<file path="config.mk">
export PLATFORM = sky130hd
export DESIGN_NAME = piso10_1_tx
export DESIGN_NICKNAME = d
export VERILOG_FILES = /design/src/rtl/piso_pkg.sv /design/src/rtl/piso10_1_tx_fifo.sv /design/src/rtl/piso10_1_tx.sv
export SDC_FILE = /design/constraint.sdc
export NUM_CORES = 1
export LEC_CHECK = 0
export CORE_MARGIN = 8
export CORE_UTILIZATION = 35
export DETAILED_ROUTE_END_ITERATION = 8
export PLACE_DENSITY = 0.64
export REMOVE_ABC_BUFFERS = 1
export SETUP_SLACK_MARGIN = 0.1
export SLEW_MARGIN = 5
export SYNTH_ARGS = -nofsm -noshare
export SYNTH_HDL_FRONTEND = slang
export SYNTH_HIERARCHICAL = 1
export SYNTH_SLANG_ARGS = --single-unit
</file>
<file path="constraint.sdc">
create_clock -name CLK_IN -period 2.6 [get_ports CLK_IN]
set_input_delay 0.26 -clock CLK_IN [delete_from_list [all_inputs] [get_ports CLK_IN]]
set_output_delay 0.26 -clock CLK_IN [all_outputs]
set_load 0.02 [all_outputs]
</file>
<file path="src/rtl/piso_pkg.sv">
// Shared definitions for the 10-bit parallel-in/serial-out transmitter:
// frame length, default idle word and transmitter state encoding.
package piso_pkg;

    localparam int FRAME_LEN = 10;

    localparam logic [FRAME_LEN-1:0] IDLE_WORD_DEF = 10'b0011111010;

    typedef enum logic {
        SYNC = 1'b0,
        RUN  = 1'b1
    } tx_state_e;

    // Even parity of a frame word, for checker modules that watch the data path.
    function automatic logic word_parity(input logic [FRAME_LEN-1:0] w);
        return ^w;
    endfunction

endpackage

</file>
<file path="src/rtl/piso10_1_tx_fifo.sv">
// Small synchronous FIFO holding words waiting for a transmit frame.
// DEPTH must be a power of two so the pointers wrap by natural overflow.
module tx_fifo
    import piso_pkg::*;
#(
    parameter int DEPTH = 2,
    parameter int WIDTH = FRAME_LEN
) (
    input  logic                         clk,
    input  logic                         rst,
    input  logic                         push,
    input  logic                         pop,
    input  logic [WIDTH-1:0]             din,
    output logic [WIDTH-1:0]             dout,
    output logic [$clog2(DEPTH+1)-1:0]   level,
    output logic                         full,
    output logic                         empty
);

    localparam int PW = $clog2(DEPTH);
    localparam int LW = $clog2(DEPTH+1);

    logic [WIDTH-1:0] r_mem [DEPTH];
    logic [PW-1:0]    r_wr_ptr;
    logic [PW-1:0]    r_rd_ptr;
    logic [LW-1:0]    r_level;
    logic             w_do_push;
    logic             w_do_pop;

    assign full      = (r_level == LW'(DEPTH));
    assign empty     = (r_level == LW'(0));
    assign level     = r_level;
    assign dout      = r_mem[r_rd_ptr];
    assign w_do_push = push && !full;
    assign w_do_pop  = pop && !empty;

    // Storage, pointers and occupancy; simultaneous push and pop keeps level.
    always_ff @(posedge clk or posedge rst) begin
        if (rst) begin
            for (int i = 0; i < DEPTH; i++) begin
                r_mem[i] <= '0;
            end
            r_wr_ptr <= '0;
            r_rd_ptr <= '0;
            r_level  <= '0;
        end else begin
            if (w_do_push) begin
                r_mem[r_wr_ptr] <= din;
                r_wr_ptr        <= r_wr_ptr + PW'(1);
            end
            if (w_do_pop) begin
                r_rd_ptr <= r_rd_ptr + PW'(1);
            end
            case ({w_do_push, w_do_pop})
                2'b10:   r_level <= r_level + LW'(1);
                2'b01:   r_level <= r_level - LW'(1);
                default: r_level <= r_level;
            endcase
        end
    end

endmodule

</file>
<file path="src/rtl/piso10_1_tx.sv">
// LSB-first serializer with fixed 10-cycle frames, idle-word fill and a
// post-reset idle preamble that lets the downstream deserializer align.
module piso10_1_tx
    import piso_pkg::*;
#(
    parameter logic [FRAME_LEN-1:0] IDLE_WORD  = IDLE_WORD_DEF,
    parameter int                   DEPTH      = 2,
    parameter int                   SYNC_WORDS = 4
) (
    input  logic                        CLK_IN,
    input  logic                        RESET_IN,
    input  logic [FRAME_LEN-1:0]        DATA_IN,
    input  logic                        VALID_IN,
    output logic                        READY_OUT,
    output logic                        SERIAL_OUT,
    output logic                        FRAME_OUT,
    output logic                        IDLE_OUT,
    output logic [$clog2(DEPTH+1)-1:0]  LEVEL_OUT
);

    localparam int SCW = (SYNC_WORDS > 1) ? $clog2(SYNC_WORDS) : 1;

    logic [3:0]           r_ctr;
    logic [FRAME_LEN-1:0] r_sr;
    logic                 r_idle;
    tx_state_e            r_state;
    tx_state_e            w_state_nxt;
    logic [SCW-1:0]       r_sync_cnt;

    logic                 w_load;
    logic                 w_sync_last;
    logic                 w_data_ok;
    logic                 w_push;
    logic                 w_pop;
    logic                 w_full;
    logic                 w_empty;
    logic [FRAME_LEN-1:0] w_head;

    assign w_load      = (r_ctr == 4'(FRAME_LEN-1));
    // The last preamble word is still shifting out on this load edge, so the
    // word loaded here is already allowed to be data.
    assign w_sync_last = (r_sync_cnt == SCW'(SYNC_WORDS-1));
    assign w_data_ok   = (r_state == RUN) || w_sync_last;
    assign w_pop       = w_load && w_data_ok && !w_empty;
    assign w_push      = VALID_IN && READY_OUT;

    assign READY_OUT  = !w_full;
    assign SERIAL_OUT = r_sr[0];
    assign FRAME_OUT  = (r_ctr == 4'd0);
    assign IDLE_OUT   = r_idle;

    tx_fifo #(
        .DEPTH (DEPTH),
        .WIDTH (FRAME_LEN)
    ) u_fifo (
        .clk   (CLK_IN),
        .rst   (RESET_IN),
        .push  (w_push),
        .pop   (w_pop),
        .din   (DATA_IN),
        .dout  (w_head),
        .level (LEVEL_OUT),
        .full  (w_full),
        .empty (w_empty)
    );

    // Free-running frame phase counter, 0..FRAME_LEN-1.
    always_ff @(posedge CLK_IN or posedge RESET_IN) begin
        if (RESET_IN) begin
            r_ctr <= 4'd0;
        end else if (w_load) begin
            r_ctr <= 4'd0;
        end else begin
            r_ctr <= r_ctr + 4'd1;
        end
    end

    // Shift register and idle flag: shift right mid-frame, reload at frame end.
    always_ff @(posedge CLK_IN or posedge RESET_IN) begin
        if (RESET_IN) begin
            r_sr   <= IDLE_WORD;
            r_idle <= 1'b1;
        end else if (w_load) begin
            if (w_pop) begin
                r_sr   <= w_head;
                r_idle <= 1'b0;
            end else begin
                r_sr   <= IDLE_WORD;
                r_idle <= 1'b1;
            end
        end else begin
            r_sr   <= {1'b0, r_sr[FRAME_LEN-1:1]};
            r_idle <= r_idle;
        end
    end

    // Counts preamble words whose load edge has passed while in SYNC.
    always_ff @(posedge CLK_IN or posedge RESET_IN) begin
        if (RESET_IN) begin
            r_sync_cnt <= '0;
        end else if ((r_state == SYNC) && w_load && !w_sync_last) begin
            r_sync_cnt <= r_sync_cnt + SCW'(1);
        end else begin
            r_sync_cnt <= r_sync_cnt;
        end
    end

    // FSM state register.
    always_ff @(posedge CLK_IN or posedge RESET_IN) begin
        if (RESET_IN) begin
            r_state <= SYNC;
        end else begin
            r_state <= w_state_nxt;
        end
    end

    // FSM next state: SYNC ends on the load edge of the last preamble word.
    always_comb begin
        w_state_nxt = r_state;
        case (r_state)
            SYNC: begin
                if (w_load && w_sync_last) begin
                    w_state_nxt = RUN;
                end else begin
                    w_state_nxt = SYNC;
                end
            end
            RUN:     w_state_nxt = RUN;
            default: w_state_nxt = SYNC;
        endcase
    end

endmodule
</file>
==> flow_summary.json <==
{
  "status": "complete, no violations",
  "p_total_mw": 2.64,
  "synthTopCellsByCount": "dfrtp_1 (35), mux2_4 (20), mux2_2 (12)",
  "cp-start-kind": "flip-flop",
  "cts_hold_buffers": 0,
  "finalCritPeriodShare_pct": 86.4,
  "arrival_ns": 2.46,
  "vias_per_cell": 4.65,
  "antenna_found_initial": 0,
  "fp.coreArea_sq_um": 5410,
  "netlist_instances": 128,
  "clkLatencyLatePin_ns": 0.29,
  "clockBufferDepth": 2,
  "path_buf_inv": 1,
  "synthesis.area_sq_um": 1920,
  "gr-usage-all-layers_pct": 8.78,
  "max_freq_mhz": 445,
  "yosysMostFrequentCell": "dfrtp_1",
  "seq_power_share_pct": 39.8,
  "antenna_cells": 0,
  "num_vias": 1033,
  "power.internal_mw": 1.85,
  "dr.first_iter.drc_count": 26,
  "port_buffers": 18,
  "grt_pass1_wl_um": 5690,
  "worstSetupPathType": "flip-flop to flip-flop",
  "synth_top_cell_area_share_pct": 45.6,
  "yosys_warnings": 6,
  "reg2reg_depth": 7,
  "first_pass_iters": 2,
  "gp_congestion": 0.760,
  "slowest_stage": "or3_1",
  "ir_worst_vdd_uv": 520,
  "grt_overflow": 0,
  "p_per_area_nw_per_um2": 1170,
  "area.sequential_sq_um": 1060,
  "ioPinCount": 19,
  "ys_seq_elements": 42,
  "rr_endpoint": "u_fifo/level[1]",
  "min_path_type": "input pin to async pin",
  "end_kind": "flip-flop",
  "yosysSeqAreaShare_pct": 55.1,
  "cts_sinks": 42,
  "die_width_um": 90.1,
  "final_antenna_net_count": 0,
  "timing.rr.start": "r_ctr[2]",
  "synth.distinct_cells": 31,
  "fill_cells": 511,
  "synth.avg_cell_area_sq_um": 15.0,
  "wirelength_um": 3420,
  "cp_top_family": "simple AND/OR/NAND/NOR gates",
  "multi_input_area_sq_um": 776,
  "fin_setup_tns_ns": 0,
  "die_area_sq_um": 8120,
  "place_hpwl_um": 2400,
  "cts.reportedPaths.clkPinSlew_ns": 0.08,
  "cts_setup_buffers": 0,
  "switching_power_mw": 0.787,
  "tightest_slew_ns": 0.926,
  "critPathMaxFanout": 7,
  "synthFlopType": "dfrtp_1",
  "critPathMaxStageDelay_ns": 0.53,
  "slew_headroom_pct": 38.2,
  "grt_pass1_vias": 1132,
  "start_util_pct": 35.6,
  "die_y_um": 90.1,
  "rsz0062_at_grt": "false",
  "cts_tree": "yes",
  "cts_buffers": 5,
  "drive_gt1_share_pct": 35.3,
  "regToRegSetupSlack_ns": 0.35,
  "drt-wirelength-per-cell_um": 15.4,
  "switching_share_pct": 29.8,
  "pwr-share-clk_pct": 19.2,
  "p_comb_share_pct": 41.0,
  "cts_resized": 0,
  "utilization_pct": 41.7,
  "drv_slew": 0,
  "synth_top_area_cell": "dfrtp_1",
  "crit_required_ns": 2.82,
  "grt_max_degree": 25,
  "setup_viol": 0,
  "synth_area_leaders": "dfrtp_1 (46%), mux2_4 (16%), dfstp_2 (9.6%)",
  "period_minus_slack_ns": 2.25,
  "clock-skew-final_ns": 0.00526,
  "htreeDepth": 2,
  "p_leak_nw": 0.993,
  "synth_edf_count": 0,
  "rows": 27,
  "fin_nets": 164,
  "async_flop_share_pct": 100,
  "area_delta_synth_final_pct": 17.3,
  "hold_viol_final": 0,
  "drc": 0,
  "drv_cap": 0,
  "path_cells": "nand4bb_4 > or3_1 > inv_6 > nor2b_1 > ha_1 > nor2_1 > xor2_1",
  "whs_ns": 0.415,
  "cts_root_buf": "clkbuf_8"
}
-- how the worst max path moves through the flow --
stage	start	end	slack [ns]	cells after the start
finish	r_ctr[2]	u_fifo/level[1]	0.35	7
global route	r_ctr[2]	u_fifo/level[1]	0.24	7
CTS	r_ctr[2]	u_fifo/level[1]	0.35	7
detailed placement	r_ctr[2]	u_fifo/level[1]	0.38	7
global placement	r_ctr[2]	u_fifo/level[1]	0.44	7
floorplan	r_ctr[2]	u_fifo/level[1]	0.55	7
-- placed cells by master (no fill, tap or decap), drive strengths merged, types with 2 or more instances in the layout --
cell and instances:
a22o 4, clkbuf 6, clkdlybuf4s50 18, dfrtp 35, dfstp 7, ha 2, inv 7, mux2 32
nand2 4, nor2 5, nor2b 2, o22a 6, xnor2 5, xor2 2
-- power groups by stage --
stage	sequential [mW]	combinational, mW	clock (mW)
4_1_cts	1.05	1.10	0.526
3_5_place_dp	1.07	1.08	0
6_report	1.05	1.08	0.507
3_3_place_gp	1.05	1.06	0
2_1_floorplan	1.05	0.825	0
5_1_grt	1.08	1.17	0.557
-- state kept, by name, indices dropped and copies added (netlist names) --
register,count
r_state,1
u_fifo/r_rd_ptr,1
u_fifo/r_wr_ptr,1
u_fifo/r_mem,20
r_sr,10
r_ctr,4
u_fifo/level,2
r_sync_cnt,2
IDLE_OUT,1
-- per-stage QoR --
| step | setup slack, ns | std cells | instance area [sq um] |
|---|---|---|---|
| detailed placement | 0.376 | 214 | 2140 |
| floorplan | 0.549 | 123 | 1870 |
| global placement | 0.443 | 214 | 2140 |
| global route | 0.244 | 222 | 2250 |
| finish | 0.354 | 222 | 2250 |
| CTS | 0.350 | 222 | 2250 |
-- cell families after synthesis --
family,Yosys count,share of synthesized area [%]
DFF,42,55.1
muxes,33,23.2
and+or+nand+nor,19,7.16
AOI/OAI and AO/OA,13,5.53
buffers and inverters,12,4.49
xor gates and xnor gates,7,3.19
adders and majority gates,2,1.30
-- metal layers --
metal  share of wire [%]  GRT usage, %
met2                  47          12.8
met4                 1.5          3.33
met3                 4.0          3.33
met1                  48          11.5
met5                   0             0
-- layout make-up --
cell class | count | area share [%]
flip-flops and latches | 42 | 47.0
clock inverters | 2 | 1.66
multi-input cells | 74 | 34.4
clock buffers | 6 | 3.22
well taps | 72 | 4.00
inverters | 7 | 1.39
repair buffers | 19 | 8.32
(Power assumes the default switching activity.)
==> patch, RTL diff (same settings) <==
Set the package constant `FRAME_LEN` to 9 (it was 10).
--- a/src/rtl/piso_pkg.sv
+++ b/src/rtl/piso_pkg.sv
@@ -4,3 +4,3 @@
 
-    localparam int FRAME_LEN = 10;
+    localparam int FRAME_LEN = 9;
 
Ports: changed (resized DATA_IN); port bits go from 19 to 18. No check against the original RTL was run, so the function may have changed too.
==> patch against the original RTL <==
  * Worst hold slack got worse by 34 ps
  * Wire length decreased by 9.4%
  * Sequential cell count decreased by 3
  * Final cell count decreased by 5.4%
  * Design area decreased by 8.1%
  * Count of clock-buffer cells in the layout unchanged
  * Fmax decreased by 1.1%
  * Core utilization increased by 2.2 points
  * Total power decreased by 13%
  * Setup slack got worse by 26 ps
  * Synthesized area decreased by 11%
  * Critical path depth increased by 2
  * Clock power increased by 15%
  * Critical path type unchanged
==> patch: results (changes against the original RTL) <==
Compound-Gate Fraction of Synth Area - 5.029% (was 5.534%)
Post-Route WL - 3100 um (was 3421 um)
GR Util met2 - 14.77% (was 12.82%)
RePlAce Congestion - 0.7474 (was 0.7597)
Vias in the first global route - 1089 (was 1132)
Peak VDD IR - 0.0004712 V (was 0.0005201 V)
Sw Pwr - 0.6256 mW (was 0.7873 mW)
I/O Buffers - 17 (was 18)
Vias - 982 (was 1033)
DR pass1 iterations - 4 (was 2)
Crit path max-delay cell type - or3_4 (was or3_1)
Crit path largest cell delay - 440 ps (was 530 ps)
Ratio of cells with drive above 1 in the final layout - 34.27% (was 35.33%)
Met1 global-route usage - 11.40% (was 11.45%)
Worst Path Arrival - 2480 ps (was 2460 ps)
Max-Slew Margin vs Limit - 44.72% (was 38.21%)
Post-Synth XOR/XNOR Area - 4.082% (was 3.190%)
Mux contribution to synthesized area - 18.37% (was 23.18%)
DR iter-0 viols - 54 (was 26)
Area post-placement - 1934 um2 (was 2145 um2)
Status - finished, final reports clean (unchanged)
Global-route wire length before repair - 5326 um (was 5685 um)
Top post-synthesis cells by area - dfrtp_1, mux2_2, dfstp_2 (was dfrtp_1, mux2_4, dfstp_2)
Worst Skew - 9.116 ps (was 5.257 ps)
Yosys cell types - 25 (was 31)
Top cells by count, synth - dfrtp_1, mux2_2, nor2_1 (was dfrtp_1, mux2_4, mux2_2)
Fill cells - 423 (was 511)
Top Registers - u_fifo/r_mem (18), r_sr (9), r_ctr (4) (was u_fifo/r_mem (20), r_sr (10), r_ctr (4))
Largest net degree at the start of global routing - 23 (was 25)
ANT cells - 0 (unchanged)
R2R cell count - 9 (was 7)
Seq/Total Area, Yosys - 57.36% (was 55.14%)
Post_cts resized - 0 (unchanged)
Leak - 0.8619 nW (was 0.9932 nW)
Multi-input gate area - 661.9 um2 (was 775.7 um2)
patch: changes by cell type in the layout (fill, tap and decap cells not counted), sizes merged, moves of 2 or more:
cell   change
dfrtp      -3
ha         +2
mux2       -4
nor3b      +2
nor2       +3
patch: worst paths after layout:
kind,startpoint,to,slack (ps)
setup / recovery,r_ctr[0],u_fifo/level[1],330
min in group CLK_IN,r_state,r_state,480
max in group asynchronous,RESET_IN,u_fifo/r_mem[6],1600
setup reg to reg,r_ctr[0],u_fifo/level[1],330
hold / removal,RESET_IN,r_sr[0],380
hold reg to reg,r_state,r_state,480
patch: power by group through the flow:
stage / combinational (mW) / sequential (mW) / clock (mW)
2_1_floorplan: 0.477 / 1.00 / 0
3_3_place_gp: 0.686 / 0.996 / 0
3_5_place_dp: 0.710 / 1.02 / 0
4_1_cts: 0.712 / 1.01 / 0.595
5_1_grt: 0.771 / 1.04 / 0.638
6_report: 0.697 / 1.00 / 0.583
patch: layer usage:
layer	share of wire, %	up-vias
li1	-	459
met1	44	494
met2	49	22
met3	4.7	7
met4	1.8	0
met5	0	-
patch: area by class of cell:
cell class	instances	area share, %
sequential	39	47.52
multi-input combinational	71	31.94
clock inverter	2	2.899
timing repair buffer	18	8.575
clock buffer	6	3.502
tap	67	4.046
inverter	7	1.510
patch: cells by family (layout without fill, tap and decap cells):
logic type | Yosys count | after routing
buffers and inverters | 12 | 33
XOR/XNOR | 8 | 8
AND/OR/NAND/NOR | 21 | 21
adder cells (fa/ha/maj) | 4 | 4
flip-flops | 39 | 39
AO/OA/AOI/OAI | 10 | 10
multiplexers | 28 | 28
patch: stage by stage:
step / power, mW / worst slack (ps) / cells
global route: 2.446 / 170.7 / 210
CTS: 2.314 / 237.0 / 210
global placement: 1.681 / 406.8 / 202
floorplan: 1.480 / 477.6 / 117
detailed placement: 1.728 / 259.6 / 202
finish: 2.284 / 328.3 / 210
